==> config.mk <==
export PLATFORM = sky130hd
export DESIGN_NAME = frequency_scan_controller
export DESIGN_NICKNAME = d
export VERILOG_FILES = /design/src/rtl/frequency_scan_pkg.sv /design/src/rtl/frequency_limit_check.sv /design/src/rtl/frequency_scan_controller.sv
export SDC_FILE = /design/constraint.sdc
export NUM_CORES = 1
export LEC_CHECK = 0
export BUFFER_PORTS_ARGS = -buffer_cell sky130_fd_sc_hd__buf_2
export CAP_MARGIN = 15
export CELL_PAD_IN_SITES_DETAIL_PLACEMENT = 2
export CELL_PAD_IN_SITES_GLOBAL_PLACEMENT = 2
export CORE_UTILIZATION = 40
export CTS_CLUSTER_SIZE = 16
export DETAILED_ROUTE_END_ITERATION = 8
export PLACE_DENSITY = 0.76
export SETUP_SLACK_MARGIN = 0.4
export SLEW_MARGIN = 20
export SYNTH_ARGS = -nofsm -noshare
export SYNTH_HDL_FRONTEND = slang
export SYNTH_HIERARCHICAL = 1
export SYNTH_SLANG_ARGS = --single-unit
==> constraint.sdc <==
create_clock -name clk -period 3.7 [get_ports clk]
set_input_delay 0.74 -clock clk [delete_from_list [all_inputs] [get_ports clk]]
set_output_delay 0.74 -clock clk [all_outputs]
set_load 0.05 [all_outputs]
==> src/rtl/frequency_scan_pkg.sv <==
// Shared types and constants for the frequency scan controller.
package frequency_scan_pkg;

   localparam int FREQ_WIDTH  = 30;
   localparam int LIMIT_WIDTH = 24;
   localparam int LIMIT_SHIFT = 6;

   localparam logic [LIMIT_WIDTH-1:0] LOW_LIMIT_RESET  = '0;
   localparam logic [LIMIT_WIDTH-1:0] HIGH_LIMIT_RESET = '1;

   typedef enum logic [1:0] {
      OP_READBACK = 2'b00,
      OP_SET_LOW  = 2'b01,
      OP_SET_HIGH = 2'b10,
      OP_CLEAR    = 2'b11
   } scanOp_t;

   typedef enum logic [1:0] {
      ST_IDLE,
      ST_SETTLE,
      ST_CAPTURE
   } scanState_t;

   // Width of a channel select for nf channels (at least one bit).
   function automatic int selWidth(input int nf);
      return (nf <= 1) ? 1 : $clog2(nf);
   endfunction

endpackage

==> src/rtl/frequency_limit_check.sv <==
// Window compare of a scaled frequency against one channel's limits.
// The limit operands come straight from the held limit registers, so a
// limit write landing in the capture cycle is not yet visible here.
module frequency_limit_check
   import frequency_scan_pkg::*;
(
   input  logic [LIMIT_WIDTH-1:0] freqScaled,
   input  logic [LIMIT_WIDTH-1:0] lowLimit,
   input  logic [LIMIT_WIDTH-1:0] highLimit,
   output logic                   oor
);

   // Out of range when strictly below low or strictly above high
   always_comb begin
      oor = (freqScaled < lowLimit) || (freqScaled > highLimit);
   end

endmodule

==> src/rtl/frequency_scan_controller.sv <==
// Steps the counter readout select through all channels on each
// acquisition marker, snapshots each measurement and flags limit alarms.
module frequency_scan_controller
   import frequency_scan_pkg::*;
#(
   parameter int    NF     = 4,
   parameter int    SETTLE = 3,
   parameter string DEBUG  = "false",
   localparam int   SW     = selWidth(NF)
) (
   input  logic                  clk,
   input  logic                  rst_n,
   input  logic                  ppsStrobe,
   input  logic [FREQ_WIDTH-1:0] measuredFrequency,
   output logic [SW-1:0]         monitorSelect,
   input  logic                  csrStrobe,
   input  logic [31:0]           GPIO_OUT,
   output logic [31:0]           status,
   output logic [NF-1:0]         alarmsSticky,
   output logic [NF-1:0]         alarmsLive,
   output logic                  scanBusy,
   output logic                  scanDone,
   output logic                  overrun
);

   localparam int CW = (SETTLE < 2) ? 1 : $clog2(SETTLE);
   localparam logic [SW-1:0] LAST_CH  = SW'(NF - 1);
   localparam logic [CW-1:0] LAST_CNT = CW'(SETTLE - 1);

   (* mark_debug = DEBUG *) scanState_t    state;
   scanState_t                             nextState;
   (* mark_debug = DEBUG *) logic [SW-1:0] ch;
   logic [CW-1:0]                          settleCnt;
   logic                                   pending;
   logic                                   captureEn;
   logic                                   startScan;
   logic                                   settleLast;
   logic                                   lastCh;
   logic                                   oor;

   logic [FREQ_WIDTH-1:0]  snapshot  [NF];
   logic [NF-1:0]          valid;
   logic [LIMIT_WIDTH-1:0] lowLimit  [NF];
   logic [LIMIT_WIDTH-1:0] highLimit [NF];
   logic [SW-1:0]          rbSel;

   scanOp_t                cmdOp;
   logic [5:0]             cmdCh;
   logic [LIMIT_WIDTH-1:0] cmdValue;
   logic [SW-1:0]          cmdIdx;
   logic                   cmdAccept;
   logic                   clearCmd;

   assign cmdOp     = scanOp_t'(GPIO_OUT[31:30]);
   assign cmdCh     = GPIO_OUT[29:24];
   assign cmdValue  = GPIO_OUT[23:0];
   assign cmdIdx    = cmdCh[SW-1:0];
   assign cmdAccept = csrStrobe && ({26'd0, cmdCh} < 32'(NF));
   assign clearCmd  = cmdAccept && (cmdOp == OP_CLEAR);

   assign settleLast    = (state == ST_SETTLE) && (settleCnt == LAST_CNT);
   assign lastCh        = (ch == LAST_CH);
   assign monitorSelect = ch;

   // State register
   always_ff @(posedge clk or negedge rst_n) begin
      if (!rst_n) state <= ST_IDLE;
      else        state <= nextState;
   end

   // Next-state logic: idle -> settle -> capture, looping per channel
   always_comb begin
      nextState = state;
      unique case (state)
         ST_IDLE:    if (ppsStrobe || pending) nextState = ST_SETTLE;
         ST_SETTLE:  if (settleLast) nextState = ST_CAPTURE;
         ST_CAPTURE: nextState = lastCh ? ST_IDLE : ST_SETTLE;
         default:    nextState = ST_IDLE;
      endcase
   end

   // State-decoded controls
   always_comb begin
      scanBusy  = (state != ST_IDLE);
      captureEn = (state == ST_CAPTURE);
      startScan = (state == ST_IDLE) && (ppsStrobe || pending);
   end

   // Settle counter runs only while settling
   always_ff @(posedge clk or negedge rst_n) begin
      if (!rst_n)                 settleCnt <= '0;
      else if (state != ST_SETTLE) settleCnt <= '0;
      else if (settleLast)        settleCnt <= '0;
      else                        settleCnt <= settleCnt + 1'b1;
   end

   // Channel pointer, which is also the counter readout select
   always_ff @(posedge clk or negedge rst_n) begin
      if (!rst_n)                   ch <= '0;
      else if (startScan)           ch <= '0;
      else if (captureEn && !lastCh) ch <= ch + 1'b1;
   end

   // Pending rescan and sticky overrun; a new overrun beats a clear
   always_ff @(posedge clk or negedge rst_n) begin
      if (!rst_n) begin
         pending <= 1'b0;
         overrun <= 1'b0;
      end else begin
         if (startScan)                 pending <= 1'b0;
         else if (scanBusy && ppsStrobe) pending <= 1'b1;
         if (scanBusy && ppsStrobe && pending) overrun <= 1'b1;
         else if (clearCmd)                   overrun <= 1'b0;
      end
   end

   // Completion pulse the cycle after the last capture
   always_ff @(posedge clk or negedge rst_n) begin
      if (!rst_n) scanDone <= 1'b0;
      else        scanDone <= captureEn && lastCh;
   end

   // Limit registers and readback select written from the command port
   always_ff @(posedge clk or negedge rst_n) begin
      if (!rst_n) begin
         for (int unsigned i = 0; i < NF; i++) begin
            lowLimit[i]  <= LOW_LIMIT_RESET;
            highLimit[i] <= HIGH_LIMIT_RESET;
         end
         rbSel <= '0;
      end else if (cmdAccept) begin
         unique case (cmdOp)
            OP_READBACK: rbSel             <= cmdIdx;
            OP_SET_LOW:  lowLimit[cmdIdx]  <= cmdValue;
            OP_SET_HIGH: highLimit[cmdIdx] <= cmdValue;
            default:     ;
         endcase
      end
   end

   frequency_limit_check u_limitCheck (
      .freqScaled (measuredFrequency[FREQ_WIDTH-1:LIMIT_SHIFT]),
      .lowLimit   (lowLimit[ch]),
      .highLimit  (highLimit[ch]),
      .oor        (oor)
   );

   // Snapshot bank and live alarm capture
   always_ff @(posedge clk or negedge rst_n) begin
      if (!rst_n) begin
         for (int unsigned i = 0; i < NF; i++) snapshot[i] <= '0;
         valid      <= '0;
         alarmsLive <= '0;
      end else if (captureEn) begin
         snapshot[ch]   <= measuredFrequency;
         valid[ch]      <= 1'b1;
         alarmsLive[ch] <= oor;
      end
   end

   // Sticky alarms: the later capture assignment overrides a same-cycle clear
   always_ff @(posedge clk or negedge rst_n) begin
      if (!rst_n) begin
         alarmsSticky <= '0;
      end else begin
         if (clearCmd)         alarmsSticky     <= '0;
         if (captureEn && oor) alarmsSticky[ch] <= 1'b1;
      end
   end

   assign status = {alarmsSticky[rbSel], valid[rbSel], snapshot[rbSel]};

endmodule
Word level (Yosys, flattened, before mapping)

Cells that the tools add are included.

Memory bits (read-only): 0
Bits in writable memories: 0
Memories: 0
Output and inout port bits: 45
Register bits: 335
Input port bits: 66
Word-level logic and storage cells: 112
Latch bits: 0

Magnitude comparators: 11
Reduce and logical (&&, ||, !) cells: 25
Eq/ne operators: 10
Muxes and demuxes: 37
Bitwise gates (word level): 5
Divide/modulo/power cells: 0
Add/sub/neg operators: 2
Shift operators: 0
Multiply operators: 0

Operators by type and width:

| cell               | number |
|---|---|
| $bwmux 96          | 2 |
| $bwmux 120         | 1 |
| $mux 24            | 5 |
| $bmux 24 s2        | 2 |
| $mux 30            | 3 |
| $bmux 30 s2        | 1 |
| $demux 30 s2       | 1 |
| $demux 24 s2       | 1 |
| $gt 24x24->1       | 1 |
| $lt 24x24->1       | 1 |
| $logic_and 1x1->1  | 12 |
| $mux 2             | 6 |
| $eq 2x2->1 const B | 5 |
| $ge 3x3->1 const B | 3 |
| $not 2->3          | 3 |
| $mux 1             | 8 |
| $mux 4             | 2 |
| $or 4x4->4         | 2 |
| $reduce_and 2->1   | 4 |
| $reduce_bool 2->1  | 4 |
| $lt 2x3->1 const B | 2 |
| $lt 3x1->1 const B | 2 |
| $lt 6x3->1 const B | 1 |
| $pmux 2 s3         | 1 |
| other kinds (11)   | 17 |

Depth between registers and ports, before layout

Depth in word-level cells: 8
Depth in mapped cells: 12
Depth with buffers taken out: 10

Cells and area by module

The synthesis kept the hierarchy.

By module, submodules not included:

| module                    | instances | area an instance (um^2) | sequential area each (um^2) | cells each |
|---|---|---|---|---|
| frequency_scan_controller | 1         | 14721.6                 | 8503.2                      | 841 |
| frequency_limit_check     | 1         | 1169.9                  | 0.0                         | 162 |

Least setup slack after synthesis

Ideal clock, no wire load.

Kind: flip-flop to flip-flop
Start: register ch[0], in the netlist monitorSelect[0]
End: register alarmsLive[0]
Data arrival time: 3.223 ns
Buffers on the path: 2
Required time: 3.575 ns
Slack: 0.352 ns
Stages on the path, launching flop included: 13
Clock period less this slack: 3.348 ns
Cells stage by stage: dfrtp_1 -> clkbuf_1 -> buf_2 -> mux4_2 -> inv_1 -> ha_1 -> a211o_1 -> a31oi_1 -> nor4_1 -> o21ai_0 -> a2111oi_0 -> o22ai_1 -> mux2_2

Cells in the longest elaborated chain, start to end: 7

RTL lines:

| element                                             | line                                                               | source |
|---|---|---|
| from (decl)                                         | frequency_scan_controller.sv:32                                    | `(* mark_debug = DEBUG *) logic [SW-1:0] ch;` |
| from (signal assigned)                              | frequency_scan_controller.sv:101                                   | `else if (captureEn && !lastCh) ch <= ch + 1'b1;` |
| $not 2->3 (not written as such) (*)                 | frequency_scan_controller.sv:143, frequency_scan_controller.sv:144 |  |
| $bmux 24 s2, on equally long branches               | frequency_scan_controller.sv:143, frequency_scan_controller.sv:144 |  |
| $mux 24, on equally long branches (2 in a row)      | frequency_scan_controller.sv:143, frequency_scan_controller.sv:144 |  |
| $lt 24x24->1 / $gt 24x24->1 (equally long branches) | frequency_limit_check.sv:15                                        | `oor = (freqScaled < lowLimit) \|\| (freqScaled > highLimit);` |
| $logic_or 1x1->1 (*)                                | frequency_limit_check.sv:15                                        |  |
| net oor                                             | frequency_scan_controller.sv:39                                    | `logic oor;` |
| $bwmux 4 (*)                                        | frequency_scan_controller.sv:157                                   | `alarmsLive[ch] <= oor;` |
| to (signal, indexed assignment)                     | frequency_scan_controller.sv:157                                   |  |
| to (decl)                                           | frequency_scan_controller.sv:20                                    | `output logic [NF-1:0] alarmsLive,` |

Mark *: on every way through the listed nets, which the timed path passes. The rest lies on a longest branch. The select of a mux whose other input is x is not followed.
A chain may end at the register's enable or synchronous reset.

Final worst setup path

Start: register ch[0], in the netlist monitorSelect[0]
End: register alarmsSticky[1]

Cells in the longest elaborated chain, start to end: 8

RTL lines:

| element                                             | line                                                               | source |
|---|---|---|
| $not 2->3 (not written as such) (*)                 | frequency_scan_controller.sv:143, frequency_scan_controller.sv:144 |  |
| $bmux 24 s2, on equally long branches               | frequency_scan_controller.sv:143, frequency_scan_controller.sv:144 |  |
| $mux 24, on equally long branches (2 in a row)      | frequency_scan_controller.sv:143, frequency_scan_controller.sv:144 |  |
| $lt 24x24->1 / $gt 24x24->1 (equally long branches) | frequency_limit_check.sv:15                                        |  |
| $logic_or 1x1->1 (*)                                | frequency_limit_check.sv:15                                        |  |
| net oor                                             | frequency_scan_controller.sv:39                                    |  |
| $logic_and 1x1->1 (*)                               | frequency_scan_controller.sv:167                                   | `if (captureEn && oor) alarmsSticky[ch] <= 1'b1;` |
| $mux 4 (*)                                          | frequency_scan_controller.sv:167                                   |  |
| to (signal assigned)                                | frequency_scan_controller.sv:164                                   | `alarmsSticky <= '0;` |
| to (signal assigned)                                | frequency_scan_controller.sv:166                                   | `if (clearCmd) alarmsSticky <= '0;` |
| to (signal, indexed assignment)                     | frequency_scan_controller.sv:167                                   |  |
| to (decl)                                           | frequency_scan_controller.sv:19                                    | `output logic [NF-1:0] alarmsSticky,` |

Marked as above.

==> flow_summary.toml <==
[timing]
hold_violations = 0
finalClockSkew_ps = 14.04
slew_headroom_pct = 44.00
rsz0062_at_grt = "false"
setup_viol = 0
final.min_clock_period_ps = 3215
hold_slack_ps = 254.8
max_freq_mhz = 311.1
drv_slew = 0
period_share_pct = 86.89
setup_slack_ps = 485.1
tightest_slew_ps = 839.9

[floorplanning]
die_w_um = 201.3
row_count = 72
core-area_um2 = 38920
num_io_pins = 111
die_area_um2 = 40530
die_h_um = 201.3
start_util_pct = 40.83

[clock_tree]
clk_pin_slew_worst_paths_ps = 60
cts_tree = "yes"
cts.htree.levels = 2
clk_path_buf_depth = 3
cts_sinks = 335
clockRootBuffer = "clkbuf_16"
cts-buffers-inserted = 38
clk_latency_ps = 530
holdBufCountCts = 0

[layout]
multi_input_area_um2 = 6922
layout.nets = 1268
areaGrowthSynthToFinish_pct = 17.69
stdcell_count = 1699
final_common_cell = "mux2_2"
regArea_um2 = 8509
layout_common_cells = "294 x mux2_2, 236 x dfrtp_1, 109 x buf_2"
diodes = 0
drive_above_1_share_pct = 61.81
fin_util_pct = 48.06
n_fill_cell = 3641

[critical_path]
r2r_slack_ps = 490
critPathRequiredTime_ps = 4110
r2r_start = "monitorSelect[0]"
r2r_cells = 12
critPathMaxStageDelay_ps = 520
reg2reg_to = "alarmsSticky[1]"
cp_max_fo = 8
path_depth = 12
endpoint_kind = "register"
cp_num_buf_inv = 4
crit_type = "reg -> reg"
crit_chain = "buf_4 -> buf_8 -> mux4_2 -> inv_1 -> ha_1 -> nand4_1 -> a21oi_2 -> a2111oi_1 -> a2111oi_2 -> o22ai_2 -> buf_6 -> a32o_1"
cp_slowest_cell = "dfrtp_4"
arrival_ps = 3630
start_kind = "register"
critical-path-top-delay-family = "compound AO/OA/AOI/OAI gates"

[global_route]
grt_antenna_before_repair = 0
grtUsageTotal_pct = 22.59
grt_max_degree = 103
grt_pass1_wl_um = 69010
grt_pass1_vias = 10966
grt-ovfl-total = 0

[placed_design]
place_inst = 1615
dpl.hpwl_um = 27430
routabilityCongestion = 0.7627
dp_slack_ps = -0.9621
io_buffers = 110

[yosys]
synth_edf_count = 0
post-synth-top-area-fraction_pct = 37.63
synthFlopType = "dfrtp_1"
syn_area_per_cell_um2 = 15.84
netlist_top_cells_area = "dfrtp_1 38%, mux2_2 21%, dfstp_2 16%"
syn_nets = 1120
ys_seq_elements = 335
seq_area_frac_synth_pct = 53.51
synth_area_um2 = 15890
ys_types = 47
syn_inst = 1003
yosysTopAreaCell = "dfrtp_1"
yosysWarnings = 6
synth-async-reset-ratio_pct = 100.0

[outcome]
status = "completed"

[routing]
drc = 0
via_per_inst = 5.487
antenna_left = 0
first_iter_violations = 450
vias = 9323
routed_wl_um = 44160
wire_per_inst_um = 25.99
drt_pass1_iterations = 4

[pwr]
leakage_nw = 8.226
p_per_area_nw_per_um2 = 616.6
finalPower_mw = 11.53
ir_drop_v = 0.0002848

[min_path]
hp-class = "in -> async"

[run]
max_cap_violations = 0
-- routing by layer --
layer  routed length (µm)  track usage (%)  vias to the layer above  share of wire, %
met2                22820            39.47                      165                52
met5                    0                0                        -                 0
met1                19030            29.96                     5095                43
li1                     -                -                     4007                 -
met4                  859            5.574                        0               1.9
met3                 1452            2.575                       56               3.3
-- per-stage QoR --
| stage | setup TNS, ps | area [µm²] |
|---|---|---|
| 6_report | 0 | 18700 |
| 5_1_grt | 0 | 18700 |
| 4_1_cts | 0 | 18540 |
| 3_5_place_dp | -0.9621 | 17150 |
| 3_3_place_gp | 0 | 17150 |
| 2_1_floorplan | 0 | 15890 |
-- cell type report --
cell class,instances,share of cell area [%]
clock inverter,11,0.8697
inverter,52,1.044
timing repair buffer,158,5.787
clock buffer,59,6.329
multi-input combinational,566,37.01
tap,518,3.465
sequential,335,45.50
-- synth_stat cells, types with 2 or more instances --
| master | instances |
|---|---|
| nor2b_1 | 3 |
| nor3_4 | 4 |
| nor3b_4 | 2 |
| inv_1 | 52 |
| nand3b_1 | 2 |
| nor2_1 | 12 |
| clkbuf_1 | 12 |
| a32o_1 | 4 |
| nand3_1 | 5 |
| mux2_1 | 4 |
| dfstp_2 | 96 |
| mux2_4 | 20 |
| a21o_1 | 5 |
| buf_6 | 11 |
| buf_2 | 15 |
| nor4_1 | 2 |
| mux2_2 | 294 |
| buf_1 | 10 |
| a21oi_1 | 17 |
| buf_8 | 2 |
| dfrtp_1 | 239 |
| nand4_2 | 2 |
| a211oi_1 | 2 |
| nor3b_1 | 4 |
| nand3_2 | 2 |
| nand2b_1 | 7 |
| nor3_1 | 3 |
| mux4_2 | 80 |
| ha_1 | 51 |
| nand4_1 | 7 |
| nand2_1 | 14 |
| a2111oi_0 | 2 |
| o21ai_0 | 4 |
-- worst max-delay path by stage --
stage                      from              end
4_1_cts        monitorSelect[0]  alarmsSticky[1]
6_report       monitorSelect[0]  alarmsSticky[1]
5_1_grt        monitorSelect[0]  alarmsSticky[1]
2_1_floorplan  monitorSelect[1]    alarmsLive[0]
3_3_place_gp   monitorSelect[0]    alarmsLive[1]
3_5_place_dp   monitorSelect[0]    alarmsLive[2]
-- sequential cells by signal, summed over array words and instances, names as in the netlist --
name,flops
monitorSelect,2
alarmsSticky,4
highLimit,96
pending,1
settleCnt,2
state,2
scanDone,1
rbSel,2
snapshot,120
lowLimit,96
alarmsLive,4
valid,4
overrun,1
-- power breakdown --
| group | switching (mW) | total (mW) | internal, mW |
|---|---|---|---|
| logic | 1.70 | 2.94 | 1.24 |
| registers | 0.332 | 4.55 | 4.22 |
| clock network | 1.55 | 4.04 | 2.49 |
-- cell families (layout without fill, tap and decap cells) --
logic type	after synthesis	after routing	share of synthesized area (%)
fa+ha+maj	51	51	4.015
compound gates	42	42	1.772
buf+inv	102	280	3.189
xor+xnor	1	1	0.05512
simple gates	73	73	3.055
flops	335	335	53.51
mux	399	399	34.41
-- repair_timing --
action                     in CTS  in global routing
pin swaps                       2                  7
setup buffers                   3                 10
setup endpoints to repair       8                  8
gates resized for setup         5                 13
gates cloned                    0                  1
(Power assumes the default switching activity.)
